$ cat src/rtl/mips_pkg.sv
// Shared constants and types for the MIPS-32 front end.
package mips_pkg;
  localparam int DEF_PC_WIDTH    = 32;
  localparam int DEF_INSTR_WIDTH = 32;

  localparam logic [31:0] NOP_INSTR    = 32'h0000_0000;
  localparam int          PC_INC       = 4;
  localparam logic [31:0] DEF_RESET_PC = 32'h0000_0000;

  typedef logic [DEF_PC_WIDTH-1:0]    pc_t;
  typedef logic [DEF_INSTR_WIDTH-1:0] instr_t;
endpackage

$ cat src/rtl/if_stage_pipe_pc_reg.sv
// Program counter: branch redirect beats sequential increment, which beats hold.
// Also keeps the sticky flag for word-misaligned branch targets.
module pc_reg
  import mips_pkg::*;
#(
  parameter int                    PC_WIDTH = DEF_PC_WIDTH,
  parameter logic [PC_WIDTH-1:0]   RESET_PC = PC_WIDTH'(DEF_RESET_PC)
) (
  input  logic                clk,
  input  logic                rst_n,
  input  logic                pc_write,
  input  logic                branch_taken,
  input  logic [PC_WIDTH-1:0] branch_target,
  output logic [PC_WIDTH-1:0] pc,
  output logic                misalign_err
);

  logic [PC_WIDTH-1:0] r_pc;
  logic                r_misalign;
  logic [PC_WIDTH-1:0] w_pc_next;

  always_comb begin
    w_pc_next = r_pc;
    if (branch_taken)
      w_pc_next = {branch_target[PC_WIDTH-1:2], 2'b00};
    else if (pc_write)
      w_pc_next = r_pc + PC_WIDTH'(PC_INC);
  end

  always_ff @(posedge clk or negedge rst_n) begin
    if (!rst_n) begin
      r_pc       <= RESET_PC;
      r_misalign <= 1'b0;
    end else begin
      r_pc <= w_pc_next;
      if (branch_taken && (branch_target[1:0] != 2'b00))
        r_misalign <= 1'b1;
    end
  end

  assign pc           = r_pc;
  assign misalign_err = r_misalign;

endmodule

$ cat src/rtl/if_stage_pipe.sv
// Instruction fetch stage with IF/ID pipeline register.
// Optional stall-cycle counter built only when IF_STALL_CNT_EN is defined.
module if_stage_pipe
  import mips_pkg::*;
#(
  parameter int                  PC_WIDTH    = DEF_PC_WIDTH,
  parameter int                  INSTR_WIDTH = DEF_INSTR_WIDTH,
  parameter logic [PC_WIDTH-1:0] RESET_PC    = PC_WIDTH'(DEF_RESET_PC),
  parameter int                  CNT_WIDTH   = 16
) (
  input  logic                   clk,
  input  logic                   rst_n,
  input  logic                   pc_write,
  input  logic                   if_id_write,
  input  logic                   branch_taken,
  input  logic [PC_WIDTH-1:0]    branch_target,
  output logic [PC_WIDTH-1:0]    imem_addr,
  input  logic [INSTR_WIDTH-1:0] imem_rdata,
  output logic [PC_WIDTH-1:0]    if_id_pc_plus4,
  output logic [INSTR_WIDTH-1:0] if_id_instr,
  output logic                   if_id_valid,
  output logic                   misalign_err,
  output logic [CNT_WIDTH-1:0]   stall_count
);

  logic [PC_WIDTH-1:0]    w_pc;
  logic [PC_WIDTH-1:0]    w_pc_plus4;
  logic [PC_WIDTH-1:0]    r_pc_plus4_p1;
  logic [INSTR_WIDTH-1:0] r_instr_p1;
  logic                   r_vld_p1;

  pc_reg #(
    .PC_WIDTH (PC_WIDTH),
    .RESET_PC (RESET_PC)
  ) u_pc_reg (
    .clk           (clk),
    .rst_n         (rst_n),
    .pc_write      (pc_write),
    .branch_taken  (branch_taken),
    .branch_target (branch_target),
    .pc            (w_pc),
    .misalign_err  (misalign_err)
  );

  assign imem_addr  = w_pc;
  assign w_pc_plus4 = w_pc + PC_WIDTH'(PC_INC);

  // IF -> ID boundary: a taken branch squashes the wrong-path fetch
  always_ff @(posedge clk or negedge rst_n) begin
    if (!rst_n) begin
      r_instr_p1    <= INSTR_WIDTH'(NOP_INSTR);
      r_pc_plus4_p1 <= '0;
      r_vld_p1      <= 1'b0;
    end else if (branch_taken) begin
      r_instr_p1    <= INSTR_WIDTH'(NOP_INSTR);
      r_pc_plus4_p1 <= '0;
      r_vld_p1      <= 1'b0;
    end else if (if_id_write) begin
      r_instr_p1    <= imem_rdata;
      r_pc_plus4_p1 <= w_pc_plus4;
      r_vld_p1      <= 1'b1;
    end
  end

  assign if_id_instr    = r_instr_p1;
  assign if_id_pc_plus4 = r_pc_plus4_p1;
  assign if_id_valid    = r_vld_p1;

`ifdef IF_STALL_CNT_EN
  logic [CNT_WIDTH-1:0] r_stall_cnt;

  // A redirect is not a stall even when pc_write is low
  always_ff @(posedge clk or negedge rst_n) begin
    if (!rst_n)
      r_stall_cnt <= '0;
    else if (!pc_write && !branch_taken && (r_stall_cnt != '1))
      r_stall_cnt <= r_stall_cnt + CNT_WIDTH'(1);
  end

  assign stall_count = r_stall_cnt;
`else
  assign stall_count = '0;
`endif

endmodule

$ cat config.mk
export PLATFORM = sky130hd
export DESIGN_NAME = if_stage_pipe
export DESIGN_NICKNAME = d
export VERILOG_FILES = /design/src/rtl/mips_pkg.sv /design/src/rtl/if_stage_pipe_pc_reg.sv /design/src/rtl/if_stage_pipe.sv
export SDC_FILE = /design/constraint.sdc
export NUM_CORES = 1
export LEC_CHECK = 0
export ABC_AREA = 1
export CAP_MARGIN = 10
export CORE_MARGIN = 2
export CORE_UTILIZATION = 45
export DETAILED_ROUTE_END_ITERATION = 12
export HOLD_SLACK_MARGIN = 0.12
export PLACE_DENSITY = 0.79
export SLEW_MARGIN = 20
export SYNTH_ARGS = -nofsm -noshare
export SYNTH_HDL_FRONTEND = slang
export SYNTH_SLANG_ARGS = --single-unit
export TNS_END_PERCENT = 20
$ cat constraint.sdc
create_clock -name clk -period 2.05 [get_ports clk]
set_input_delay 0.41 -clock clk [delete_from_list [all_inputs] [get_ports clk]]
set_output_delay 0.41 -clock clk [all_outputs]
set_load 0.02 [all_outputs]
==> reports/qor.json, run 1 <==
{
  "yosys": {
    "yosys.area_share.adder_pct": 0.260,
    "compound_cell_area_share_of_the_yosys_netlist_pct": 8.99,
    "yosysWarnings": 0,
    "synthesis.instances": 593,
    "post_synth_instance_area_um2": 4820,
    "synth_cell_types": 28,
    "synth_top_cells_by_area": "dfrtp_1, nand2_1, nand3_1",
    "synth_simple_gate_area_share_pct": 32.0,
    "ys_seq_area_share_pct": 49.4,
    "synth_seq_cells": 95,
    "mean_instance_size_in_the_synthesized_netlist_um2": 8.12,
    "synth_top_family_by_area": "simple AND/OR/NAND/NOR gates",
    "synthXorXnorAreaFrac_pct": 1.58,
    "synth_top_area_share_pct": 49.4,
    "muxShareOfSynthArea_pct": 0,
    "synth.largest_area_cell": "dfrtp_1"
  },
  "placement": {
    "port_buffers": 164,
    "placed_area_um2": 6570,
    "gp_congestion": 0.883,
    "dp.final_hpwl_um": 10300,
    "placed_cells": 873,
    "dpl_worst_slack_ps": 194
  },
  "clock_tree": {
    "cts.root.buffer_cell": "clkbuf_8",
    "clock_tree.htree_level_count": 3,
    "clk_pin_slew_worst_paths_ps": 90,
    "ctsLongestPathBuffers": 2,
    "cts_buffers": 9,
    "tritoncts_clock_tree": "yes",
    "clkLatencyLatePin_ps": 360,
    "cts.repair.resized": 0,
    "clkSinkCount": 95,
    "post_cts.repair.setup_buffers": 0
  },
  "floorplan": {
    "io_pins": 183,
    "horizontal_die_dimension_um": 107,
    "die_h_um": 107,
    "design.core.area_um2": 10400,
    "die-area_um2": 11500,
    "floorplan.rows": 37,
    "floorplan.initialDensity_pct": 46.5
  },
  "sta": {
    "min_period_ps": 1930,
    "setup-violations-final": 0,
    "timing.hold.ws_ps": 470,
    "timing_hold_violations_final": 0,
    "worst_clk_skew_ps": 10.5,
    "achievable-frequency_mhz": 519,
    "final-max-slew-violation-count": 0,
    "timing.setup.tns_ps": 0,
    "rsz0062_at_grt": "no",
    "setup_slack_ps": 123,
    "share_of_the_clock_period_used_by_the_worst_path_after_layout_pct": 94.0
  },
  "final_layout": {
    "final_layout_size_suffix_gt1_share_pct": 6.50,
    "fillers": 875,
    "largest_register_ff_count": 32,
    "final_cells": 890,
    "n_antenna_cell": 0,
    "postLayoutCellArea_um2": 6800,
    "area_growth_pct": 41.2,
    "layout.nets": 819
  },
  "worst_setup_path": {
    "regToRegSetupSlack_ps": 350,
    "critical_path.startpoint_type": "flop",
    "rr_startpoint": "u_pc_reg.pc[2]",
    "crit_family": "buffers and inverters",
    "cp.required_ps": 1640,
    "critPathMaxFanout": 5,
    "crit_path_top_delay_cell": "clkdlybuf4s50_1",
    "cpPeakStageDelay_ps": 680,
    "timing.critical_path.cells": "clkdlybuf4s50_1",
    "r2r.worst_path.cells": 8,
    "timing_worst_setup_path_type": "flop to primary output",
    "regToRegEndpoint": "if_id_pc_plus4[16]",
    "worst_setup_path_end_kind": "primary output",
    "crit_arrival_ps": 1520,
    "critical_path.n_buffers_inverters": 1
  },
  "power_and_ir_drop": {
    "vdd.ir_drop.worst_uv": 452,
    "p_leak_nw": 3.15,
    "pwr_density_cell_nw_per_um2": 685
  },
  "route": {
    "drtIter0Drc": 323,
    "wirelength_um": 14000,
    "detail_route.first_pass.iterations": 5,
    "post_drt_wl_per_cell_um": 15.7,
    "dr_total_vias": 4682,
    "avgViaCountPerCell": 5.26,
    "antenna_violating_nets_left": 0,
    "drcViolationCount": 0
  },
  "status": {
    "run_status": "complete, no violations"
  },
  "global_routing": {
    "grt_overflow": 0,
    "grt_first_pass_wirelength_um": 22300,
    "global_route.usage.total_pct": 24.4,
    "maximum_number_of_pins_on_one_net_before_global_route_repair": 54,
    "first_global_vias": 4574,
    "antenna_violations_before_repair": 0
  },
  "min_path": {
    "whs_endpoint": "if_id_pc_plus4[2]",
    "hold_class": "primary input to flop",
    "instance_count_along_the_most_critical_hold_path": 3,
    "timing.hold.worst.start": "if_id_write"
  },
  "run": {
    "max_cap_viol_count": 0
  }
}
## timing repair
action | 4_1_cts | 5_1_grt
setup endpoints to repair | 0 | 0
hold buffers | 1 | 0
endpoints found under the hold margin | 30 | 0
## cell usage in the layout, fill, tap and decap left out, drive strengths merged
cell type | Yosys | layout
a21oi | 4 | 4
a22oi | 28 | 28
and2 | 2 | 2
buf | 38 | 14
bufinv | 0 | 2
clkbuf | 11 | 10
clkdlybuf4s50 | 0 | 162
clkinv | 0 | 2
conb | 1 | 18
dfrtp | 95 | 95
dlygate4sd3 | 0 | 1
ha | 1 | 1
inv | 27 | 29
nand2 | 211 | 211
nand3 | 58 | 58
nand4 | 26 | 26
nor2 | 47 | 47
nor3b | 1 | 1
o211ai | 1 | 1
o21ai | 27 | 27
o21bai | 6 | 6
o31ai | 2 | 2
xnor2 | 4 | 4
xor2 | 3 | 3
## layout make-up
class,instances,area (um2),area share [%]
inverter,27,101,1.49
clock buffer,10,128,1.88
sequential,95,2380,35.0
timing repair buffer,177,1800,26.4
multi-input combinational,439,2140,31.4
clock inverter,6,91.3,1.34
tap,136,170,2.50
## layer usage
| metal | vias up | global-route usage [%] | part of all wire, % |
|---|---|---|---|
| met1 | 2247 | 32.8 | 42 |
| met2 | 178 | 40.5 | 50 |
| met5 | - | 0 | 0 |
| met3 | 19 | 3.15 | 6.2 |
| met4 | 0 | 8.79 | 2.3 |
| li1 | 2238 | - | - |
## synth_stat cells
library cell and number:
xor2_2 2, buf_2 14, a21oi_1 4, and2_1 2
nand2_1 205, o31ai_1 2, clkbuf_1 11, nand4_1 26
buf_4 19, nor2_8 1, xor2_1 1, ha_1 1
o211ai_1 1, nor2_1 37, nor2_4 6, nand2_4 3
o21bai_1 6, dfrtp_1 95, a22oi_1 28, buf_1 5
nand2_2 3, inv_1 27, o21ai_0 27, nor2_2 3
conb_1 1, nand3_1 58, nor3b_1 1, xnor2_1 4
## report_power, final
part	switching [mW]	total (mW)	internal [mW]
logic	0.600	1.11	0.509
clock network	0.672	1.37	0.697
registers	0.164	2.18	2.02
## worst register-to-register path: cells and delay by family, from the launching register on
family | cells | cell delay, ps
adder cells (fa/ha/maj) | 1 | 260
flip-flops | 1 | 460
AND/OR/NAND/NOR | 6 | 700
XOR/XNOR | 1 | 230
## worst max-delay path by stage
stage                                from                 end  slack, ps  cells past startpoint
after CTS                 u_pc_reg.pc[15]       imem_addr[15]        100                      1
after floorplan            u_pc_reg.pc[3]     u_pc_reg.pc[22]        460                      8
after global routing      u_pc_reg.pc[15]       imem_addr[15]         50                      1
final                     u_pc_reg.pc[15]       imem_addr[15]        120                      1
after global placement       branch_taken  if_id_pc_plus4[11]        290                      6
after detailed placement     branch_taken  if_id_pc_plus4[13]        190                      6
## stage by stage
step                power, mW  util (%)
floorplan                2.73         -
global placement         3.30      63.4
detailed placement       3.32      63.4
CTS                      4.68      65.6
global route             4.87      65.6
finish                   4.66      65.6
## cells by family (layout without fill, tap and decap cells)
kind of cell | count (synthesis) | in the layout
flip-flops | 95 | 95
buffers and inverters | 76 | 220
adder cells (fa/ha/maj) | 1 | 1
XOR/XNOR | 7 | 7
AO/OA/AOI/OAI | 68 | 68
other | 1 | 18
AND/OR/NAND/NOR | 345 | 345
Note: power is estimated with default switching activity, not from simulation.
==> inputs of run 2 (changes only) <==
Settings changed: CORE_UTILIZATION 45 to 48, PLACE_DENSITY 0.79 to 0.83, RECOVER_POWER set to 100.
==> run 2 against run 1 <==
Design area fell by 1.3%. Sequential power barely moved. Largest power group unchanged. First-iteration DRC count rose by 4.0%. Critical path depth did not move. Register-to-register slack got worse by 150 ps. Clock skew barely moved. Sequential cell count did not move. Global-route usage rose by 2.5 points.
==> reports/qor.json, run 2 (synthesis gave the netlist of run 1 again) <==
{
  "status": {
    "run_status": {"value": "complete, no violations", "change": "unchanged"}
  },
  "floorplan": {
    "horizontal_die_dimension": {"value": 104, "unit": "um", "change": "was 107 um"},
    "io_pins": {"value": 183, "change": "unchanged"},
    "die-area": {"value": 10900, "unit": "um2", "change": "was 11500 um2"},
    "die_h": {"value": 104, "unit": "um", "change": "was 107 um"},
    "design.core.area": {"value": 9770, "unit": "um2", "change": "was 10400 um2"},
    "floorplan.rows": {"value": 36, "change": "was 37"},
    "floorplan.initialDensity": {"value": 49.3, "unit": "%", "change": "was 46.5%"}
  },
  "worst_setup_path": {
    "worst_setup_path_end_kind": {"value": "primary output", "change": "unchanged"},
    "crit_path_top_delay_cell": {"value": "dlygate4sd3_1", "change": "was clkdlybuf4s50_1"},
    "critPathMaxFanout": {"value": 6, "change": "was 5"},
    "critical_path.startpoint_type": {"value": "flop", "change": "unchanged"},
    "timing_worst_setup_path_type": {"value": "flop to primary output", "change": "unchanged"},
    "critical_path.n_buffers_inverters": {"value": 1, "change": "unchanged"},
    "cpPeakStageDelay": {"value": 740, "unit": "ps", "change": "was 680 ps"},
    "crit_family": {"value": "buffers and inverters", "change": "unchanged"},
    "crit_arrival": {"value": 1560, "unit": "ps", "change": "was 1520 ps"},
    "timing.critical_path.cells": {"value": "dlygate4sd3_1", "change": "was clkdlybuf4s50_1"},
    "cp.required": {"value": 1640, "unit": "ps", "change": "about the same"}
  },
  "sta": {
    "setup-violations-final": {"value": 0, "change": "unchanged"},
    "maxSlewHeadroom_pct": 15.1,
    "timing_hold_violations_final": {"value": 0, "change": "unchanged"},
    "timing.setup.tns": {"value": 0, "unit": "ps", "change": "unchanged"},
    "min_period": {"value": 1970, "unit": "ps", "change": "was 1930 ps"},
    "share_of_the_clock_period_used_by_the_worst_path_after_layout": {"value": 96.3, "unit": "%", "change": "was 94.0%"},
    "tightestPinTransition_ps": 1270,
    "worst_clk_skew": {"value": 10.2, "unit": "ps", "change": "was 10.5 ps"},
    "achievable-frequency": {"value": 507, "unit": "MHz", "change": "was 519 MHz"},
    "rsz0062_at_grt": {"value": "no", "change": "unchanged"},
    "final-max-slew-violation-count": {"value": 0, "change": "unchanged"}
  },
  "clock_tree": {
    "cts.repair.resized": {"value": 0, "change": "unchanged"},
    "cts_buffers": {"value": 9, "change": "unchanged"},
    "clock_tree.htree_level_count": {"value": 3, "change": "unchanged"},
    "clkSinkCount": {"value": 95, "change": "unchanged"},
    "clk_pin_slew_worst_paths": {"value": 100, "unit": "ps", "change": "was 90 ps"},
    "ctsLongestPathBuffers": {"value": 2, "change": "unchanged"},
    "tritoncts_clock_tree": {"value": "yes", "change": "unchanged"},
    "post_cts.repair.setup_buffers": {"value": 0, "change": "unchanged"},
    "clkLatencyLatePin": {"value": 370, "unit": "ps", "change": "was 360 ps"},
    "cts.root.buffer_cell": {"value": "clkbuf_8", "change": "unchanged"}
  },
  "final_layout": {
    "most-common-layout-cells": {"value": "nand2_1, dfrtp_1, dlygate4sd3_1", "change": "was nand2_1, clkdlybuf4s50_1, dfrtp_1"},
    "largest_register_ff_count": {"value": 32, "change": "unchanged"},
    "area_growth": {"value": 39.3, "unit": "%", "change": "was 41.2%"},
    "layout_commonest_cell": {"value": "nand2_1", "change": "unchanged"},
    "final_layout_size_suffix_gt1_share": {"value": 5.44, "unit": "%", "change": "was 6.50%"},
    "fillers": {"value": 823, "change": "was 875"},
    "combined_area_of_the_multi_input_logic_cells": {"value": 2110, "unit": "um2", "change": "was 2140 um2"},
    "ff_latch_area": {"value": 2380, "unit": "um2", "change": "unchanged"},
    "n_antenna_cell": {"value": 0, "change": "unchanged"},
    "layout.nets": {"value": 819, "change": "unchanged"}
  },
  "power_and_ir_drop": {
    "p_leak": {"value": 3.29, "unit": "nW", "change": "was 3.15 nW"},
    "vdd.ir_drop.worst": {"value": 373, "unit": "uV", "change": "was 452 uV"},
    "pwr_density_cell": {"value": 687, "unit": "nW/um2", "change": "was 685 nW/um2"},
    "power.total": {"value": 4.61, "unit": "mW", "change": "was 4.66 mW"}
  },
  "route": {
    "wirelength": {"value": 14300, "unit": "um", "change": "was 14000 um"},
    "drtIter0Drc": {"value": 336, "change": "was 323"},
    "dr_total_vias": {"value": 4745, "change": "was 4682"},
    "drcViolationCount": {"value": 0, "change": "unchanged"},
    "avgViaCountPerCell": {"value": 5.35, "change": "was 5.26"},
    "detail_route.first_pass.iterations": {"value": 6, "change": "was 5"},
    "post_drt_wl_per_cell": {"value": 16.1, "unit": "um", "change": "was 15.7 um"},
    "antenna_violating_nets_left": {"value": 0, "change": "unchanged"}
  },
  "global_routing": {
    "use_met3": {"value": 5.70, "unit": "%", "change": "was 3.15%"},
    "global_route_track_usage_on_met1": {"value": 34.7, "unit": "%", "change": "was 32.8%"},
    "grt_overflow": {"value": 0, "change": "unchanged"},
    "gr-usage-met2": {"value": 45.0, "unit": "%", "change": "was 40.5%"},
    "global_route.usage.total": {"value": 26.9, "unit": "%", "change": "was 24.4%"},
    "antenna_violations_before_repair": {"value": 0, "change": "unchanged"},
    "maximum_number_of_pins_on_one_net_before_global_route_repair": {"value": 96, "change": "was 54"},
    "most_crowded_layer_after_global_routing": {"value": "met2", "change": "unchanged"},
    "first_global_vias": {"value": 4648, "change": "was 4574"},
    "grt_first_pass_wirelength": {"value": 23600, "unit": "um", "change": "was 22300 um"}
  },
  "run": {
    "max_cap_viol_count": {"value": 0, "change": "unchanged"}
  },
  "placement": {
    "dp.final_hpwl": {"value": 10200, "unit": "um", "change": "was 10300 um"},
    "gp_congestion": {"value": 0.870, "change": "was 0.883"},
    "port_buffers": {"value": 164, "change": "unchanged"}
  },
  "min_path": {
    "hold_class": {"value": "primary input to flop", "change": "unchanged"}
  }
}
-- run 2: changes by cell type in the layout (fill, tap and decap cells not counted), moves of 3 or more --
cell and delta:
clkdlybuf4s50_1 -92, clkbuf_4 +3, dlygate4sd3_1 +92, buf_4 -3, nor2_1 +3, buf_12 -4
-- run 2: report_power, final --
part / switching [mW] / internal (mW) / leakage (nW)
sequential: 0.159 / 2.02 / 1.23
combinational: 0.599 / 0.443 / 1.95
clock: 0.697 / 0.695 / 0.107
total: 1.46 / 3.15 / 3.29
-- run 2: stage by stage --
| step | cells | hold slack [ps] | worst slack (ps) | cell area (um2) | utilization, % |
|---|---|---|---|---|---|
| 3_5_place_dp | 870 | 458 | 249 | 6570 | 67.2 |
| 5_1_grt | 887 | 476 | 37.0 | 6710 | 68.7 |
| 3_3_place_gp | 870 | 452 | 251 | 6570 | 67.2 |
| 2_1_floorplan | 610 | 114 | 462 | 4880 | - |
| 6_report | 887 | 452 | 76.7 | 6710 | 68.7 |
| 4_1_cts | 887 | 461 | 103 | 6800 | 69.5 |
-- run 2: final timing paths --
kind,cells after the start,start,endpoint,slack [ps]
min in group asynchronous,3,rst_n,if_id_instr[28],970
max in group asynchronous,3,rst_n,u_pc_reg.pc[23],290
worst min register to register,2,if_id_instr[0],if_id_instr[0],470
worst min-delay path,3,if_id_write,if_id_instr[25],450
worst max register to register,8,u_pc_reg.pc[2],u_pc_reg.pc[16],200
worst max-delay path,1,u_pc_reg.pc[13],imem_addr[13],80
-- run 2: final cells by class --
cell class              count  area share [%]
flip-flops and latches     95            35.4
well taps                 133            2.48
multi-input cells         439            31.5
inverters                  27            1.51
repair buffers            177            25.8
clock buffers              10            1.90
clock inverters             6            1.34
-- run 2: routing by layer --
| layer | part of all wire (%) | wire length, um |
|---|---|---|
| met1 | 41 | 5820 |
| met4 | 2.4 | 337 |
| met5 | 0 | 0 |
| met3 | 7.4 | 1060 |
| met2 | 49 | 7040 |
-- run 2: repair_timing --
item	4_1_cts	5_1_grt
endpoints found under the hold margin	63	0
setup endpoints to repair	0	0
hold buffers	1	0
==> inputs of run 3 (changes only) <==
Settings changed: CAP_MARGIN 10 to 20.
==> results of run 3 <==
The final DEF is identical to that of run 2; final timing and power are the same.
==> variant 1: new RTL, config.mk and constraints of run 3 <==
Build with the macro `IF_STALL_CNT_EN` defined.
--- a/src/rtl/if_stage_pipe.sv
+++ b/src/rtl/if_stage_pipe.sv
@@ -1,4 +1,6 @@
 // Instruction fetch stage with IF/ID pipeline register.
 // Optional stall-cycle counter built only when IF_STALL_CNT_EN is defined.
+`define IF_STALL_CNT_EN
+
 module if_stage_pipe
   import mips_pkg::*;
Formal check against the unedited RTL: not equivalent (Yosys sat finds a counterexample within 4 cycles, from zero or initial values and one cycle with rst_n low).
==> variant 1 against run 3 <==
  * Sequential cell count increased by 16
  * Register-to-register slack improved by 20 ps
  * Cell area increased by 18%
  * Hold slack improved by 18 ps
  * Worst setup slack got worse by 3.8 ps
  * Combinational power increased by 32%
  * Total power increased by 30%
  * Routed wire length increased by 16%
  * Area after synthesis increased by 17%
  * Critical endpoint is now imem_addr[23]
  * Largest cell class unchanged
==> variant 1: results (changes against run 3) <==
Outcome
  – Status: complete, no violations

Yosys
  – Top post-synthesis cells by area: dfrtp_1 (49%), nand2_1 (16%), nand3_1 (5.9%)
  – Sequential area share after synthesis: 49.3% (-0.094 points)
  – Commonest cells in the netlist: nand2_1 (247), dfrtp_1 (111), nand3_1 (66)
  – Post-synthesis cell count: 697 (+18%)

Min path
  – Hold WC Path Type: flip-flop to flip-flop

Final layout
  – Buffering overhead: 24.4% (-1.5 points)
  – Seq Cell Count: 111 (+17%)
  – Fraction of area in registers: 35.2% (-0.26 points)
  – Non-CTS buffers: 196 (+11%)
  – Area Growth Syn to Fin: 40.1%

Placed design
  – Worst slack, placed: 160 ps (-89.4 ps)
  – PortBufs: 180 (+9.8%)
  – DP Area: 7620 um^2 (+16%)

Global routing
  – Met2 usage: 46.1% (+1.1 points)
  – Met1 usage: 33.0% (-1.7 points)
  – First-pass GRT wire length: 27.6 mm (+17%)
  – Tot GR Track Use: 27.0% (+0.11 points)
  – Met3 usage: 6.70% (+0.99 points)

Power
  – Leak pwr: 3.80 nW (+16%)

Timing
  – Worst Skew: 7.13 ps (-3.12 ps)

Route
  – DR WL met3: 1.39 mm (+31%)
  – Drt wl/cell: 16.3 um (+1.3%)
  – Detailed Route Iter0 Violations: 313 (-6.8%)

Critical path
  – CP peak stage delay: 720 ps (-20 ps)
-- variant 1: final timing paths --
| check | from | end | slack, ps | cells after the start |
|---|---|---|---|---|
| hold reg to reg | if_id_instr[2]$_DFFE_PN0P_ | if_id_instr[2]$_DFFE_PN0P_ | 470 | 2 |
| max in group asynchronous | rst_n | if_id_pc_plus4[1]$_DFFE_PN0P_ | 310 | 3 |
| min in group asynchronous | rst_n | if_id_pc_plus4[7]$_DFFE_PN0P_ | 640 | 2 |
| setup / recovery | u_pc_reg.pc[23]$_DFFE_PN0N_ | imem_addr[23] | 70 | 1 |
| hold / removal | if_id_instr[2]$_DFFE_PN0P_ | if_id_instr[2]$_DFFE_PN0P_ | 470 | 2 |
| setup reg to reg | stall_count[0]$_DFFE_PN0P_ | stall_count[2]$_DFFE_PN0P_ | 220 | 9 |
-- variant 1: report_power, final --
part / internal [W] / switching (W) / leakage [nW]
Combinational: 0.000588 / 0.000787 / 2.19
Clock: 0.00123 / 0.000779 / 0.164
Sequential: 0.00239 / 0.000232 / 1.44
==> variant 2: new RTL, flow settings as in run 3 <==
Made on the original files. Add an input register stage for `branch_target`, cleared by the reset; this delays it by one clock. The other inputs are not delayed to match.
--- a/src/rtl/if_stage_pipe.sv
+++ b/src/rtl/if_stage_pipe.sv
@@ -24,4 +24,14 @@
 );
 
+  logic [PC_WIDTH-1:0] branch_target_q;
+
+  always_ff @(posedge clk or negedge rst_n) begin
+    if (!rst_n) begin
+      branch_target_q <= '0;
+    end else begin
+      branch_target_q <= branch_target;
+    end
+  end
+
   logic [PC_WIDTH-1:0]    w_pc;
   logic [PC_WIDTH-1:0]    w_pc_plus4;
@@ -38,5 +48,5 @@
     .pc_write      (pc_write),
     .branch_taken  (branch_taken),
-    .branch_target (branch_target),
+    .branch_target (branch_target_q),
     .pc            (w_pc),
     .misalign_err  (misalign_err)
Behaviour: not the same (Yosys sat finds a counterexample within 4 cycles, from zero or initial values and one cycle with rst_n low).
==> variant 2 against run 3 <==
  * Sequential power is 32% higher
  * Worst setup slack got worse by 45 ps
  * Total power up 51%
  * Cell area rose by 18%
  * Final cell count is 7.0% higher
  * Area after synthesis is 16% higher
  * Sequential cell count grew 32
  * Routed wire length is 12% higher
  * Critical path type unchanged
  * Largest power group is now clock
==> variant 2: results (changes against run 3) <==
Global routing
  – Largest net degree at the start of global routing: 88 (-8.3%)
  – Met2 usage: 44.2% (-0.82 points)
  – Met1 usage: 33.0% (-1.7 points)
  – First-pass GRT wire length: 25.9 mm (+9.9%)

Yosys
  – Synth unique cells: 29 (+3.6%)
  – Syn_area_per_cell: 9.00 um^2 (+11%)
  – Top post-synthesis cells by area: dfrtp_1 (57%), nand2_1 (14%), nand3_1 (4.9%)
  – Compound-Gate Fraction of Synth Area: 7.55% (-1.4 points)
  – Sequential area share after synthesis: 56.8% (+7.4 points)

Placed design
  – DP Cell Count: 915 (+5.2%)
  – RePlAce Congestion: 0.936 (+7.6%)
  – Final HPWL DP: 11.5 mm (+13%)

Critical path
  – CP max stage cell: clkdlybuf4s50_1
  – Max FO, Critical Path: 7 (+1)

Route
  – Routed length on met1: 6.22 mm (+6.9%)
  – Detailed Route Iter0 Violations: 276 (-18%)
  – DR WL met3: 1.36 mm (+28%)
  – Routed WL: 15.9 mm (+12%)

Clock tree
  – Root Buffer: clkbuf_16

Min path
  – Hold WC Path Type: flip-flop to flip-flop

Final layout
  – Nets: 862 (+5.3%)
  – Non-Filler Instances: 949 (+7.0%)

Power
  – Leak pwr: 3.83 nW (+17%)
  – Sw Pwr: 0.00185 W (+27%)

Outcome
  – Status: complete, no violations

Timing
  – Rel. slew slack: 22.4% (+7.3 points)
-- variant 2: cell types whose count changed after synthesis, moves of 4 or more --
cell / delta
dfrtp_1: +32
buf_1: +7
buf_2: -7
o21ai_1: +4
-- variant 2: power groups by stage --
stage	Sequential, W	Clock (W)	Combinational, W
after floorplan	0.00304	0	0.000368
after global placement	0.00290	0	0.00109
after detailed placement	0.00290	0	0.00112
after CTS	0.00287	0.00311	0.00113
after global routing	0.00289	0.00322	0.00114
final	0.00287	0.00306	0.00105
-- variant 2: what timing repair did --
item                                   in CTS  in global routing
hold buffers                                1                  0
gates resized for setup                     0                  1
endpoints found under the hold margin     127                  0
setup endpoints to repair                   0                  1
-- variant 2: kinds of logic (layout without fill, tap and decap cells) --
kind of cell               Yosys count  in the layout
adders and majority gates            1              1
and+or+nand+nor                    341            341
buffers and inverters               77            243
AOI/OAI and AO/OA                   67             67
DFF                                127            127
other                                1             19
xor gates and xnor gates             8              8
-- variant 2: area by class of cell --
class | instances | area, um^2
Tap cell | 143 | 179
Antenna cell | 1 | 2.50
Inverter | 28 | 105
Fill cell | 861 | 3470
Timing Repair Buffer | 183 | 1760
Clock inverter | 10 | 135
Multi-Input combinational cell | 435 | 2110
Sequential cell | 127 | 3180
Clock buffer | 22 | 474
-- variant 2: through the flow --
| step | setup slack [ps] | total power (W) | cell area, um^2 | utilization, % |
|---|---|---|---|---|
| 6_report | 31.5 | 0.00698 | 7950 | 69.6 |
| 5_1_grt | 3.51 | 0.00725 | 7950 | 69.6 |
| 4_1_cts | 35.6 | 0.00710 | 8010 | 70.2 |
| 3_5_place_dp | 107 | 0.00402 | 7390 | 64.7 |
| 3_3_place_gp | 162 | 0.00400 | 7390 | 64.7 |
| 2_1_floorplan | 487 | 0.00341 | 5660 | - |
-- variant 2: worst reg2reg max path, stage by stage (launching register included) --
cell     delay, ps
dfrtp_1        450
ha_1           240
nand2_1         70
nor2_1         300
nand2_4        160
nor2_4         210
nand3_1        140
nand4_1        130
nand2_1         60
-- variant 2: path summary, 6_finish.rpt --
kind	start	end	slack, ps
max	u_pc_reg.pc[18]$_DFFE_PN0N_	imem_addr[18]	30
min	if_id_instr[2]$_DFFE_PN0P_	if_id_instr[2]$_DFFE_PN0P_	460
max reg2reg	u_pc_reg.pc[2]$_DFFE_PN0N_	u_pc_reg.pc[20]$_DFFE_PN0N_	180
min reg2reg	if_id_instr[2]$_DFFE_PN0P_	if_id_instr[2]$_DFFE_PN0P_	460
max in group asynchronous	rst_n	if_id_instr[15]$_DFFE_PN0P_	400
min in group asynchronous	rst_n	branch_target_q[28]$_DFF_PN0_	790
